--- src/rtl/repair_arbiter.sv ---
// repair_arbiter: fixed-priority collector of predictor-repair requests, buffered in a
// circular queue and drained to the BPU repair port over valid/ready.
module repair_arbiter #(
  parameter int NUM_SRC = 2,
  parameter int DEPTH   = 4,
  parameter int ADDR_W  = 32,
  parameter int CKPT_W  = 16,
  parameter int ACT_W   = 4,
  parameter int CNT_W   = 16
) (
  input  logic                        clk,
  input  logic                        rst_n,
  input  logic [NUM_SRC-1:0]          src_valid_i,
  input  logic [NUM_SRC-1:0]          src_flush_i,
  input  logic [NUM_SRC*ADDR_W-1:0]   src_erroVAddr_i,
  input  logic [NUM_SRC*ADDR_W-1:0]   src_corrDest_i,
  input  logic [NUM_SRC-1:0]          src_corrTake_i,
  input  logic [NUM_SRC*CKPT_W-1:0]   src_checkPoint_i,
  input  logic [NUM_SRC*ACT_W-1:0]    src_repairAction_i,
  output logic                        src_ready_o,
  output logic                        rep_valid_o,
  input  logic                        rep_ready_i,
  output logic [$clog2(NUM_SRC)-1:0]  rep_src_o,
  output logic [ADDR_W-1:0]           rep_erroVAddr_o,
  output logic [ADDR_W-1:0]           rep_corrDest_o,
  output logic                        rep_corrTake_o,
  output logic [CKPT_W-1:0]           rep_checkPoint_o,
  output logic [ACT_W-1:0]            rep_repairAction_o,
  output logic [$clog2(DEPTH):0]      occupancy_o,
  output logic [CNT_W-1:0]            drop_cnt_o
);
  localparam int SW = $clog2(NUM_SRC);
  localparam int PW = $clog2(DEPTH);
  localparam int PL = 2*ADDR_W + 1 + CKPT_W + ACT_W;
  logic [PL-1:0]    pay_q [DEPTH];
  logic [SW-1:0]    src_q [DEPTH];
  logic [DEPTH-1:0] live_q;
  logic [PW-1:0]    rd_ptr, wr_ptr;
  logic [PW:0]      count;
  logic [SW-1:0]    win;
  logic [PL-1:0]    win_pay;
  logic [CNT_W-1:0] n_drop;
  logic [CNT_W:0]   drop_sum;
  logic             any_v, win_flush, full, head_live, pop, push, clear;
  always_comb begin
    win       = '0;
    win_pay   = '0;
    win_flush = 1'b0;
    any_v     = 1'b0;
    n_drop    = '0;
    for (int k = NUM_SRC-1; k >= 0; k--)
      if (src_valid_i[k]) begin
        win       = SW'(k);
        win_flush = src_flush_i[k];
        any_v     = 1'b1;
        n_drop    = n_drop + CNT_W'(1);
        win_pay   = {src_erroVAddr_i[k*ADDR_W +: ADDR_W], src_corrDest_i[k*ADDR_W +: ADDR_W],
                     src_corrTake_i[k], src_checkPoint_i[k*CKPT_W +: CKPT_W],
                     src_repairAction_i[k*ACT_W +: ACT_W]};
      end
    full      = count == (PW+1)'(DEPTH);
    head_live = live_q[rd_ptr];
    pop       = (count != '0) && (rep_ready_i || !head_live);
    push      = any_v && (win_flush || !full);
    clear     = any_v && win_flush && full;
    // losers plus a non-flush winner turned away by a full queue
    n_drop    = n_drop - CNT_W'(any_v) + CNT_W'(any_v && !win_flush && full);
    drop_sum  = {1'b0, drop_cnt_o} + (CNT_W+1)'(n_drop);
  end
  assign src_ready_o = !full;
  assign rep_valid_o = (count != '0) && head_live;
  assign rep_src_o   = src_q[rd_ptr];
  assign occupancy_o = count;
  assign {rep_erroVAddr_o, rep_corrDest_o, rep_corrTake_o, rep_checkPoint_o,
          rep_repairAction_o} = pay_q[rd_ptr];
  always_ff @(posedge clk or negedge rst_n)
    if (!rst_n) begin
      rd_ptr     <= '0;
      wr_ptr     <= '0;
      count      <= '0;
      live_q     <= '0;
      drop_cnt_o <= '0;
      for (int i = 0; i < DEPTH; i++) begin
        pay_q[i] <= '0;
        src_q[i] <= '0;
      end
    end else begin
      drop_cnt_o <= drop_sum[CNT_W] ? '1 : drop_sum[CNT_W-1:0];
      if (clear) begin
        live_q   <= DEPTH'(1);
        pay_q[0] <= win_pay;
        src_q[0] <= win;
        rd_ptr   <= '0;
        wr_ptr   <= PW'(1);
        count    <= (PW+1)'(1);
      end else begin
        // kill younger entries first so the same-cycle write below survives
        for (int i = 0; i < DEPTH; i++)
          if (any_v && win_flush && src_q[i] > win) live_q[i] <= 1'b0;
        if (push) begin
          live_q[wr_ptr] <= 1'b1;
          pay_q[wr_ptr]  <= win_pay;
          src_q[wr_ptr]  <= win;
          wr_ptr         <= wr_ptr + 1'b1;
        end
        if (pop) rd_ptr <= rd_ptr + 1'b1;
        count <= count + (PW+1)'(push) - (PW+1)'(pop);
      end
    end
endmodule
--- config.mk ---
export PLATFORM = sky130hd
export DESIGN_NAME = repair_arbiter
export DESIGN_NICKNAME = d
export VERILOG_FILES = /design/src/rtl/repair_arbiter.sv
export SDC_FILE = /design/constraint.sdc
export NUM_CORES = 1
export LEC_CHECK = 0
export BUFFER_PORTS_ARGS = -buffer_cell sky130_fd_sc_hd__buf_2
export CAP_MARGIN = 15
export CORE_ASPECT_RATIO = 1.2
export CORE_MARGIN = 4
export CORE_UTILIZATION = 39
export DETAILED_ROUTE_END_ITERATION = 12
export GPL_ROUTABILITY_DRIVEN = 1
export SETUP_SLACK_MARGIN = 0.5
export SYNTH_ARGS = -nofsm -noshare
export SYNTH_HDL_FRONTEND = slang
export SYNTH_SLANG_ARGS = --single-unit
--- constraint.sdc ---
create_clock -name clk -period 4.75 [get_ports clk]
set_input_delay 0.7125 -clock clk [delete_from_list [all_inputs] [get_ports clk]]
set_output_delay 0.7125 -clock clk [all_outputs]
set_load 0.02 [all_outputs]
==> impl_metrics.py, run 1 <==
metrics = {
    "outcome": {
        "status": "complete, no violations",
    },
    "worst_hold_path": {
        "hold_class": "input pin to async pin",
    },
    "detailed_routing": {
        "firstDrtPassIters": 5,
        "postRouteAntennaNets": 0,
        "viasPerCell": 5.302,
        "routed_wl_um": 42800,
        "initialDrtViolationCount": 564,
        "num_vias": 12517,
        "drcViolationCount": 0,
        "wl_per_cell_um": 18.13,
    },
    "worst_setup_path": {
        "r2r_cells": 13,
        "r2r_end": "drop_cnt_o[11]",
        "critPathMaxFanout": 15,
        "cp.arrival_ns": 4.20,
        "cp-end-kind": "flop",
        "crit_start": "occupancy_o[1]",
        "critPathKind": "flop to flop",
        "r2r_setup_slack_ns": 0.91,
        "r2r_start": "occupancy_o[1]",
        "startpoint_type": "flop",
        "crit_required_ns": 5.11,
    },
    "yosys": {
        "yosys.cell_count.top_type": "dfrtp_1",
        "netlist_area_mm2": 0.01692,
        "synth_top_area_share_pct": 54.88,
        "synthMuxAreaShare_pct": 11.97,
        "synth_area_leader_cell": "dfrtp_1",
        "yosys.area_share.simple_pct": 9.970,
        "synth_area_per_cell_um2": 10.98,
        "ys_seq_elements": 371,
        "async_flop_share_pct": 100.0,
        "synthXorXnorAreaFrac_pct": 0.5177,
        "synth_compound_area_share_pct": 16.26,
        "synth_edf_count": 0,
        "netlist_top_cells_area": "dfrtp_1 55%, mux4_2 12%, a21oi_1 8.0%, nor2_1 5.9%, a22oi_1 3.7%",
        "synthTopCellsByCount": "371 x dfrtp_1, 269 x a21oi_1, 266 x nor2_1",
        "synth_flop_cell": "dfrtp_1",
        "yosysSeqAreaShare_pct": 54.88,
        "synth_fa_ha_area_share_pct": 2.308,
        "netlist_instances": 1541,
        "ys_types": 59,
        "synth_top_family_by_area": "compound AO/OA/AOI/OAI gates",
        "yosysWarnings": 0,
    },
    "sta": {
        "clock_skew_ns": 0.01057,
        "period_share_pct": 80.93,
        "rsz0062_at_grt": "no",
        "period_minus_slack_ns": 3.844,
        "finalSetupTns_ns": 0,
        "tightest_slew_ns": 1.051,
        "max_slew_margin_pct": 29.75,
        "max_freq_mhz": 260.1,
        "final-setup-viol-count": 0,
        "drv_slew": 0,
        "finalHoldViolations": 0,
    },
    "clocking": {
        "cts_buffers": 42,
        "cts_root_buf": "clkbuf_16",
        "path_clk_slew_ns": 0.06,
        "postCtsSetupBuffers": 0,
        "holdBufCountCts": 0,
        "clkSinkCount": 371,
        "htree_num_levels": 2,
        "tritoncts": "yes",
        "cts_resized": 0,
        "clockBufferDepth": 3,
        "clk_latency_ns": 0.53,
    },
    "pwr": {
        "swShare_pct": 40.49,
        "powerDensity_mw_per_mm2": 819.8,
        "switching_power_mw": 6.684,
        "power.leakage_nw": 8.776,
        "seqPwrFrac_pct": 34.4,
        "clock_power_share_pct": 19.4,
        "p_comb_share_pct": 46.2,
        "ir_worst_vdd_mv": 0.3563,
        "power.internal_mw": 9.824,
    },
    "cells_and_area": {
        "multi_input_area_mm2": 0.006994,
        "drive_gt1_share_pct": 26.27,
        "syn2layout_area_growth_pct": 19.04,
        "final_util_pct": 46.95,
        "final_nets": 1984,
        "nFillCells": 3953,
        "seq_area_mm2": 0.009291,
    },
    "place": {
        "portBuffers": 283,
        "hpwl_um": 27990,
        "routabilityCongestion": 0.8112,
    },
    "global_routing": {
        "grt_pass1_wl_um": 68210,
        "antenna_found_initial": 3,
        "grt.overflow.total": 0,
        "first_global_vias": 12580,
        "grt_util_all_layers_pct": 18.13,
        "grt_max_degree": 103,
    },
    "floorplan": {
        "die_area_mm2": 0.04679,
        "floorplan.initialDensity_pct": 39.44,
        "pin_count": 284,
        "die_x_um": 198.1,
        "core_area_mm2": 0.04289,
        "die_height_um": 236.2,
        "fp-row-count": 83,
    },
    "job": {
        "maxCapViolCount": 0,
    },
}
## how the worst max path moves through the flow
stage,endpoint,slack (ns),cells after the start
2_1_floorplan,drop_cnt_o[14],0.75,17
3_3_place_gp,drop_cnt_o[11],0.26,16
3_5_place_dp,drop_cnt_o[11],0.27,16
4_1_cts,drop_cnt_o[11],0.55,13
5_1_grt,drop_cnt_o[11],0.61,13
6_report,drop_cnt_o[11],0.91,13
## cell type report
| cell class | count | share of cell area [%] |
|---|---|---|
| clock buffers | 62 | 6.207 |
| multi-input cells | 1036 | 34.73 |
| clock inverters | 13 | 0.6151 |
| repair buffers | 305 | 8.475 |
| well taps | 552 | 3.430 |
| flip-flops and latches | 371 | 46.14 |
| inverters | 21 | 0.3914 |
| diodes | 1 | 0.01243 |
## registers in the layout (all words and copies together) (netlist names)
register     count
drop_cnt_o      16
src_q            4
wr_ptr           2
occupancy_o      3
pay_q          340
live_q           4
rd_ptr           2
## worst max-delay path, stage by stage (launching register included)
cell      delay, ns
dfrtp_1        0.46
nor3b_4        0.42
nand4_1        0.15
ha_1           0.30
inv_1          0.04
ha_1           0.21
a21boi_0       0.18
buf_4          0.19
ha_1           0.30
o21a_1         0.14
o21ai_0        0.26
a21oi_1        0.15
o31ai_4        0.59
o311ai_0       0.27
## cells by family (layout without fill, tap and decap cells)
kind of cell / Yosys count / after routing
AO/OA/AOI/OAI: 480 / 480
adder cells (fa/ha/maj): 30 / 30
multiplexers: 93 / 93
other: 1 / 7
buffers and inverters: 139 / 401
AND/OR/NAND/NOR: 417 / 417
XOR/XNOR: 10 / 10
flip-flops: 371 / 371
## metrics by stage
stage	area [um^2]	instances	total power [mW]	setup slack, ns	hold WS (ns)
4_1_cts	20130	2360	16.75	0.5513	0.2529
3_3_place_gp	18750	2285	13.23	0.2599	0.4568
3_5_place_dp	18750	2285	13.47	0.2695	0.4691
2_1_floorplan	16940	1546	11.18	0.7507	0.4169
6_report	20140	2361	16.51	0.9057	0.2165
5_1_grt	20140	2360	17.76	0.6135	0.2710
## layout by cell type (no fill, tap or decap), types with 21 or more instances in the layout
cell,Yosys,final
dfrtp_1,371,369
buf_2,43,281
a21oi_1,269,269
nor2_1,266,265
nand2_1,100,100
mux4_2,87,87
a22oi_1,84,84
o21ai_0,76,76
clkbuf_16,0,45
ha_1,28,28
inv_1,21,21
## power by group through the flow
| stage | clock, mW | sequential [mW] | combinational, mW |
|---|---|---|---|
| after floorplan | 0 | 5.41 | 5.77 |
| after global placement | 0 | 5.65 | 7.58 |
| after detailed placement | 0 | 5.74 | 7.73 |
| after CTS | 3.30 | 5.69 | 7.76 |
| after global routing | 3.43 | 5.89 | 8.44 |
| final | 3.20 | 5.68 | 7.63 |
## per-layer routing
metal | vias up | part of all wire, % | GRT usage [%]
li1 | 5971 | - | -
met5 | - | 0.019 | 0
met3 | 57 | 5.9 | 3.386
met4 | 2 | 2.2 | 4.696
met2 | 314 | 50 | 30.52
met1 | 6173 | 42 | 24.28
Power figures use the tool's default switching activity.
==> inputs of run 2 (changes only) <==
==> constraint.sdc (replaced) <==
create_clock -name clk -period 3.65 [get_ports clk]
set_input_delay 0.5475 -clock clk [delete_from_list [all_inputs] [get_ports clk]]
set_output_delay 0.5475 -clock clk [all_outputs]
set_load 0.02 [all_outputs]
==> run 2 against run 1 <==
Critical path depth up 1. Cell count up 1.3%. Non-clock buffer count up 30. Combinational power up 36%. Largest cell class unchanged. Sequential share of layout area down 0.88 points. Utilization up 0.92 points. Clock power up 30%. Register-to-register slack worse by 0.52 ns. Flip-flop and latch count unchanged. First-iteration DRC count up 11%. Clock skew up 0.0051 ns. Via count up 0.55%.
==> impl_metrics.py, run 2 (synthesized netlist as in run 1, its figures left out) <==
metrics = {
    "outcome": {
        "status": "complete, no violations",
    },
    "floorplan": {
        "die_height_um": 236.2,
        "fp-row-count": 83,
        "pin_count": 284,
        "die_x_um": 198.1,
        "floorplan.initialDensity_pct": 39.44,
        "core_area_mm2": 0.04289,
        "die_area_mm2": 0.04679,
    },
    "worst_setup_path": {
        "cp.arrival_ns": 3.67,
        "cp-end-kind": "flop",
        "crit_required_ns": 4.06,
        "critPathMaxFanout": 3,
        "startpoint_type": "flop",
        "critPathKind": "flop to flop",
    },
    "pwr": {
        "power.internal_mw": 13.02,
        "ir_worst_vdd_mv": 0.5478,
        "seqPwrFrac_pct": 33.1,
        "power.leakage_nw": 8.949,
        "powerDensity_mw_per_mm2": 1064,
        "swShare_pct": 40.39,
        "switching_power_mw": 8.823,
        "clock_power_share_pct": 19.1,
        "p_comb_share_pct": 47.8,
    },
    "sta": {
        "final-setup-viol-count": 0,
        "max_slew_margin_pct": 44.96,
        "rsz0062_at_grt": "yes",
        "finalHoldViolations": 0,
        "max_freq_mhz": 306.6,
        "period_minus_slack_ns": 3.262,
        "clock_skew_ns": 0.01564,
        "tightest_slew_ns": 0.8256,
        "drv_slew": 0,
        "period_share_pct": 89.37,
    },
    "cells_and_area": {
        "final_nets": 2014,
        "largest_reg_flops": 340,
        "regMostFlops": "pay_q",
        "mostFrequentLayoutCell": "dfrtp_1",
        "syn2layout_area_growth_pct": 21.37,
        "top_regs": "pay_q (340), drop_cnt_o (16)",
        "multi_input_area_mm2": 0.007083,
        "fin_area_mm2": 0.02053,
        "drive_gt1_share_pct": 28.40,
        "nFillCells": 3956,
        "seq_area_mm2": 0.009293,
        "final_util_pct": 47.87,
        "mostFrequentLayoutCells": "368 x dfrtp_1, 281 x buf_2, 269 x a21oi_1",
    },
    "clocking": {
        "path_clk_slew_ns": 0.06,
        "tritoncts": "yes",
        "htree_num_levels": 2,
        "clockBufferDepth": 3,
        "cts_buffers": 42,
        "clkSinkCount": 371,
        "cts_root_buf": "clkbuf_16",
        "holdBufCountCts": 0,
        "clk_latency_ns": 0.56,
    },
    "global_routing": {
        "first_global_vias": 12928,
        "grt_util_all_layers_pct": 18.66,
        "grt_max_degree": 117,
        "antenna_found_initial": 2,
        "grt_pass1_wl_um": 69740,
        "grt.overflow.total": 0,
    },
    "detailed_routing": {
        "initialDrtViolationCount": 624,
        "routed_wl_um": 43460,
        "firstDrtPassIters": 5,
        "wl_per_cell_um": 18.17,
        "num_vias": 12586,
        "viasPerCell": 5.264,
        "postRouteAntennaNets": 0,
        "drcViolationCount": 0,
    },
    "place": {
        "routabilityCongestion": 0.8268,
        "portBuffers": 283,
        "placed_cell_area_mm2": 0.01902,
        "hpwl_um": 28310,
    },
    "job": {
        "maxCapViolCount": 0,
    },
    "worst_hold_path": {
        "hold_class": "input pin to async pin",
    },
}
-- run 2: cell types whose count changed in the layout (fill, tap and decap cells not counted), moves of 2 or more --
cell and change:
buf_12 +3, ha_1 -5, inv_1 -4, buf_4 +21, clkinv_4 +3, inv_2 +3, a21boi_0 -2, ha_4 +5
clkbuf_1 -2, buf_6 +5
-- run 2: timing repair --
item / in CTS / in global routing
endpoints found under the setup margin: 16 / 19
setup buffers: 4 / 1
cloned: 1 / 0
gates resized for setup: 18 / 3
pin swaps: 13 / 1
-- run 2: critical path, cell delays in order (launching register included) --
cell	delay, ns
dfrtp_2	0.42
nor3b_4	0.21
nand4_1	0.17
ha_4	0.31
inv_2	0.04
ha_4	0.16
xnor2_2	0.16
inv_1	0.08
fa_2	0.39
nand4b_1	0.22
a211o_1	0.34
a211oi_4	0.27
buf_4	0.16
or3_1	0.10
o211ai_1	0.08
-- run 2: power groups by stage --
| stage | clock (mW) | combinational [mW] | sequential [mW] |
|---|---|---|---|
| after floorplan | 0 | 7.53 | 7.04 |
| after global placement | 0 | 10.3 | 7.18 |
| after detailed placement | 0 | 10.5 | 7.29 |
| after CTS | 4.32 | 10.6 | 7.23 |
| after global routing | 4.50 | 11.5 | 7.47 |
| final | 4.17 | 10.4 | 7.23 |
-- run 2: area by class of cell --
| type | count | area share [%] |
|---|---|---|
| well taps | 552 | 3.364 |
| diodes | 1 | 0.01219 |
| flip-flops and latches | 371 | 45.26 |
| clock buffers | 59 | 5.984 |
| inverters | 21 | 0.3961 |
| repair buffers | 335 | 9.780 |
| clock inverters | 16 | 0.7129 |
| multi-input cells | 1036 | 34.50 |
-- run 2: layer usage --
layer	track usage (%)	wire, um	vias to the layer above
met5	0	11	-
met4	5.698	1092	2
met3	3.229	2323	61
met2	31.74	21550	288
met1	24.49	18480	6205
li1	-	-	6030
-- run 2: path summary, 6_finish.rpt --
kind                                  endpoint                 from  slack [ns]  cells past startpoint
min in group clk                    pay_q[334]  src_erroVAddr_i[58]        0.35                      3
worst min register to register      pay_q[297]           pay_q[297]        0.48                      2
worst max-delay path            drop_cnt_o[14]       occupancy_o[0]        0.39                     14
worst max register to register  drop_cnt_o[14]       occupancy_o[0]        0.39                     14
worst min-delay path                 pay_q[74]                rst_n        0.03                      1
max in group asynchronous            pay_q[24]                rst_n        2.71                      2
-- run 2: metrics by stage --
step,setup TNS (ns),hold slack [ns],setup WS (ns),total power [mW],std cells
floorplan,0,0.2519,0.2465,14.57,1546
global placement,-0.8586,0.4561,-0.09537,17.43,2309
detailed placement,-1.093,0.4690,-0.1019,17.75,2309
CTS,0,0.04203,0.3930,22.16,2389
global route,0,0.08401,0.2244,23.50,2391
finish,0,0.02796,0.3881,21.85,2391
==> inputs of run 3 (changes only) <==
--- a/config.mk
+++ b/config.mk
@@ -7,7 +7,7 @@
 export LEC_CHECK = 0
 export BUFFER_PORTS_ARGS = -buffer_cell sky130_fd_sc_hd__buf_2
 export CAP_MARGIN = 15
-export CORE_ASPECT_RATIO = 1.2
+export CORE_ASPECT_RATIO = 1.25
 export CORE_MARGIN = 4
 export CORE_UTILIZATION = 39
 export DETAILED_ROUTE_END_ITERATION = 12
==> run 3 against run 2 <==
Fmax decreased by 3.5%. Critical path type unchanged. Combinational power about the same. Sequential share of layout area decreased by 0.30 points. Cell count increased by 0.63%. Die area about the same. Wire length decreased by 0.41%. Global-route usage decreased by 0.51 points. Clock power decreased by 1%. Non-clock buffer count increased by 8. Critical path depth increased by 1. Worst setup slack got worse by 0.12 ns.
==> impl_metrics.py, run 3 (synthesized netlist as in run 1, its figures left out) <==
metrics = {
    "sta": {
        "period_share_pct": 92.63,
        "finalHoldViolations": 0,
        "max_freq_mhz": 295.8,
        "clock_skew_ns": 0.01439,
        "drv_slew": 0,
        "tightest_slew_ns": 0.7855,
        "fin_ws_ns": 0.2691,
        "finalSetupTns_ns": 0,
        "period_minus_slack_ns": 3.381,
        "rsz0062_at_grt": "yes",
        "final-setup-viol-count": 0,
        "max_slew_margin_pct": 47.63,
    },
    "cells_and_area": {
        "top_regs": "pay_q (340), drop_cnt_o (16)",
        "nFillCells": 3963,
        "final_util_pct": 48.10,
        "mostFrequentLayoutCell": "dfrtp_1",
        "drive_gt1_share_pct": 28.93,
        "syn2layout_area_growth_pct": 22.16,
        "final_nets": 2020,
        "regMostFlops": "pay_q",
        "mostFrequentLayoutCells": "369 x dfrtp_1, 281 x buf_2, 269 x a21oi_1",
        "largest_reg_flops": 340,
    },
    "floorplan": {
        "die_area_mm2": 0.04680,
        "fp-row-count": 85,
        "core_area_mm2": 0.04297,
        "floorplan.initialDensity_pct": 39.37,
        "die_x_um": 194.3,
        "die_height_um": 240.9,
        "pin_count": 284,
    },
    "global_routing": {
        "grt_pass1_wl_um": 69130,
        "antenna_found_initial": 2,
        "first_global_vias": 12804,
        "grt_util_all_layers_pct": 18.16,
        "grt_max_degree": 91,
        "grt.overflow.total": 0,
    },
    "worst_setup_path": {
        "cp.arrival_ns": 3.84,
        "startpoint_type": "flop",
        "cp-end-kind": "flop",
        "cpPeakStageDelay_ns": 0.41,
        "path_cells": "nor3b_4 > nand4_1 > ha_4 > inv_2 > ha_4 > ha_4 > inv_2 > fa_2 > nand4b_1 > a211o_1 > a211oi_4 > o31ai_4 > buf_12 > buf_12 > nand3_2",
        "path_buf_inv": 4,
        "critPathKind": "flop to flop",
        "crit_top_cell": "ha_4",
        "r2r_cells": 15,
        "worst-path-stages": 15,
        "crit_required_ns": 4.11,
        "critPathMaxFanout": 8,
        "cp_slowest_cell": "dfrtp_1",
        "cp_top_family": "adder cells",
    },
    "detailed_routing": {
        "routed_wl_um": 43280,
        "firstDrtPassIters": 5,
        "postRouteAntennaNets": 0,
        "drcViolationCount": 0,
        "wl_per_cell_um": 17.99,
        "viasPerCell": 5.234,
        "num_vias": 12592,
        "initialDrtViolationCount": 542,
    },
    "outcome": {
        "status": "complete, no violations",
    },
    "clocking": {
        "path_clk_slew_ns": 0.06,
        "htree_num_levels": 2,
        "cts_root_buf": "clkbuf_16",
        "clockBufferDepth": 3,
        "clk_latency_ns": 0.52,
        "cts_buffers": 40,
        "tritoncts": "yes",
        "clkSinkCount": 371,
    },
    "worst_hold_path": {
        "hold_class": "input pin to flop",
        "hold_path_depth": 3,
    },
    "job": {
        "maxCapViolCount": 0,
    },
    "pwr": {
        "powerDensity_mw_per_mm2": 1060,
        "ir_worst_vdd_mv": 0.5116,
        "power.leakage_nw": 8.988,
    },
    "place": {
        "pre_cts_ws_ns": -0.07972,
        "hpwl_um": 28510,
        "routabilityCongestion": 0.7770,
        "portBuffers": 283,
    },
}
==> run 3: cell types whose count changed in the layout (fill, tap and decap cells not counted), moves of 3 or more <==
cell | before | now
nand3_2 | 0 | 9
bufinv_16 | 2 | 5
clkbuf_16 | 45 | 41
buf_6 | 5 | 1
buf_12 | 12 | 15
clkinv_4 | 3 | 0
buf_4 | 35 | 43
nand3_1 | 12 | 3
clkinv_2 | 9 | 4
==> run 3: worst paths after layout <==
kind	to	start	slack, ns
max	drop_cnt_o[3]	occupancy_o[1]	0.27
min	pay_q[337]	src_erroVAddr_i[61]	0.38
max reg2reg	drop_cnt_o[3]	occupancy_o[1]	0.27
min reg2reg	pay_q[303]	pay_q[303]	0.48
max in group asynchronous	pay_q[141]	rst_n	2.17
min in group asynchronous	pay_q[155]	rst_n	0.58
==> run 3: metrics by stage <==
step	power [mW]	hold slack, ns	area, um^2	cells
detailed placement	17.79	0.4691	19100	2328
CTS	22.20	0.3508	20610	2402
global route	23.59	0.3878	20670	2406
finish	21.91	0.3799	20670	2406
global placement	17.45	0.4559	19100	2328
floorplan	14.57	0.2519	16980	1546
==> run 3: area by class of cell <==
type	count	area, um^2	area share [%]
Sequential cell	371	9291	44.96
Antenna cell	2	5.005	0.02422
Clock inverter	11	186.4	0.9021
Timing Repair Buffer	343	2093	10.13
Inverter	21	81.33	0.3935
Tap cell	565	706.9	3.421
Clock buffer	57	1146	5.546
Multi-Input combinational cell	1036	7156	34.62
==> run 3: layer usage <==
metal	up-vias	share of wire (%)	GRT usage (%)
met5	-	0	0
met4	0	2.4	5.435
met3	62	5.1	3.379
met2	288	51	32.07
met1	6206	41	23.00
li1	6036	-	-
==> run 3: worst min-delay path, cell delays in order <==
cell and delay, ns:
buf_2 0.08, a22oi_1 0.11, o21ai_1 0.14
==> run 3: report_power, final <==
| part | internal (mW) | total, mW | switching (mW) | leakage [nW] |
|---|---|---|---|---|
| logic | 4.43 | 10.5 | 6.10 | 4.02 |
| registers | 6.18 | 7.24 | 1.07 | 4.32 |
| clock network | 2.53 | 4.13 | 1.60 | 0.651 |
==> run 3: what timing repair did <==
item                                    4_1_cts  5_1_grt
gates resized for setup                      23        5
pin swaps                                    12        7
endpoints found under the setup margin       16       23
setup buffers                                 5        2
endpoints found under the hold margin         4        0
hold buffers                                  1        0
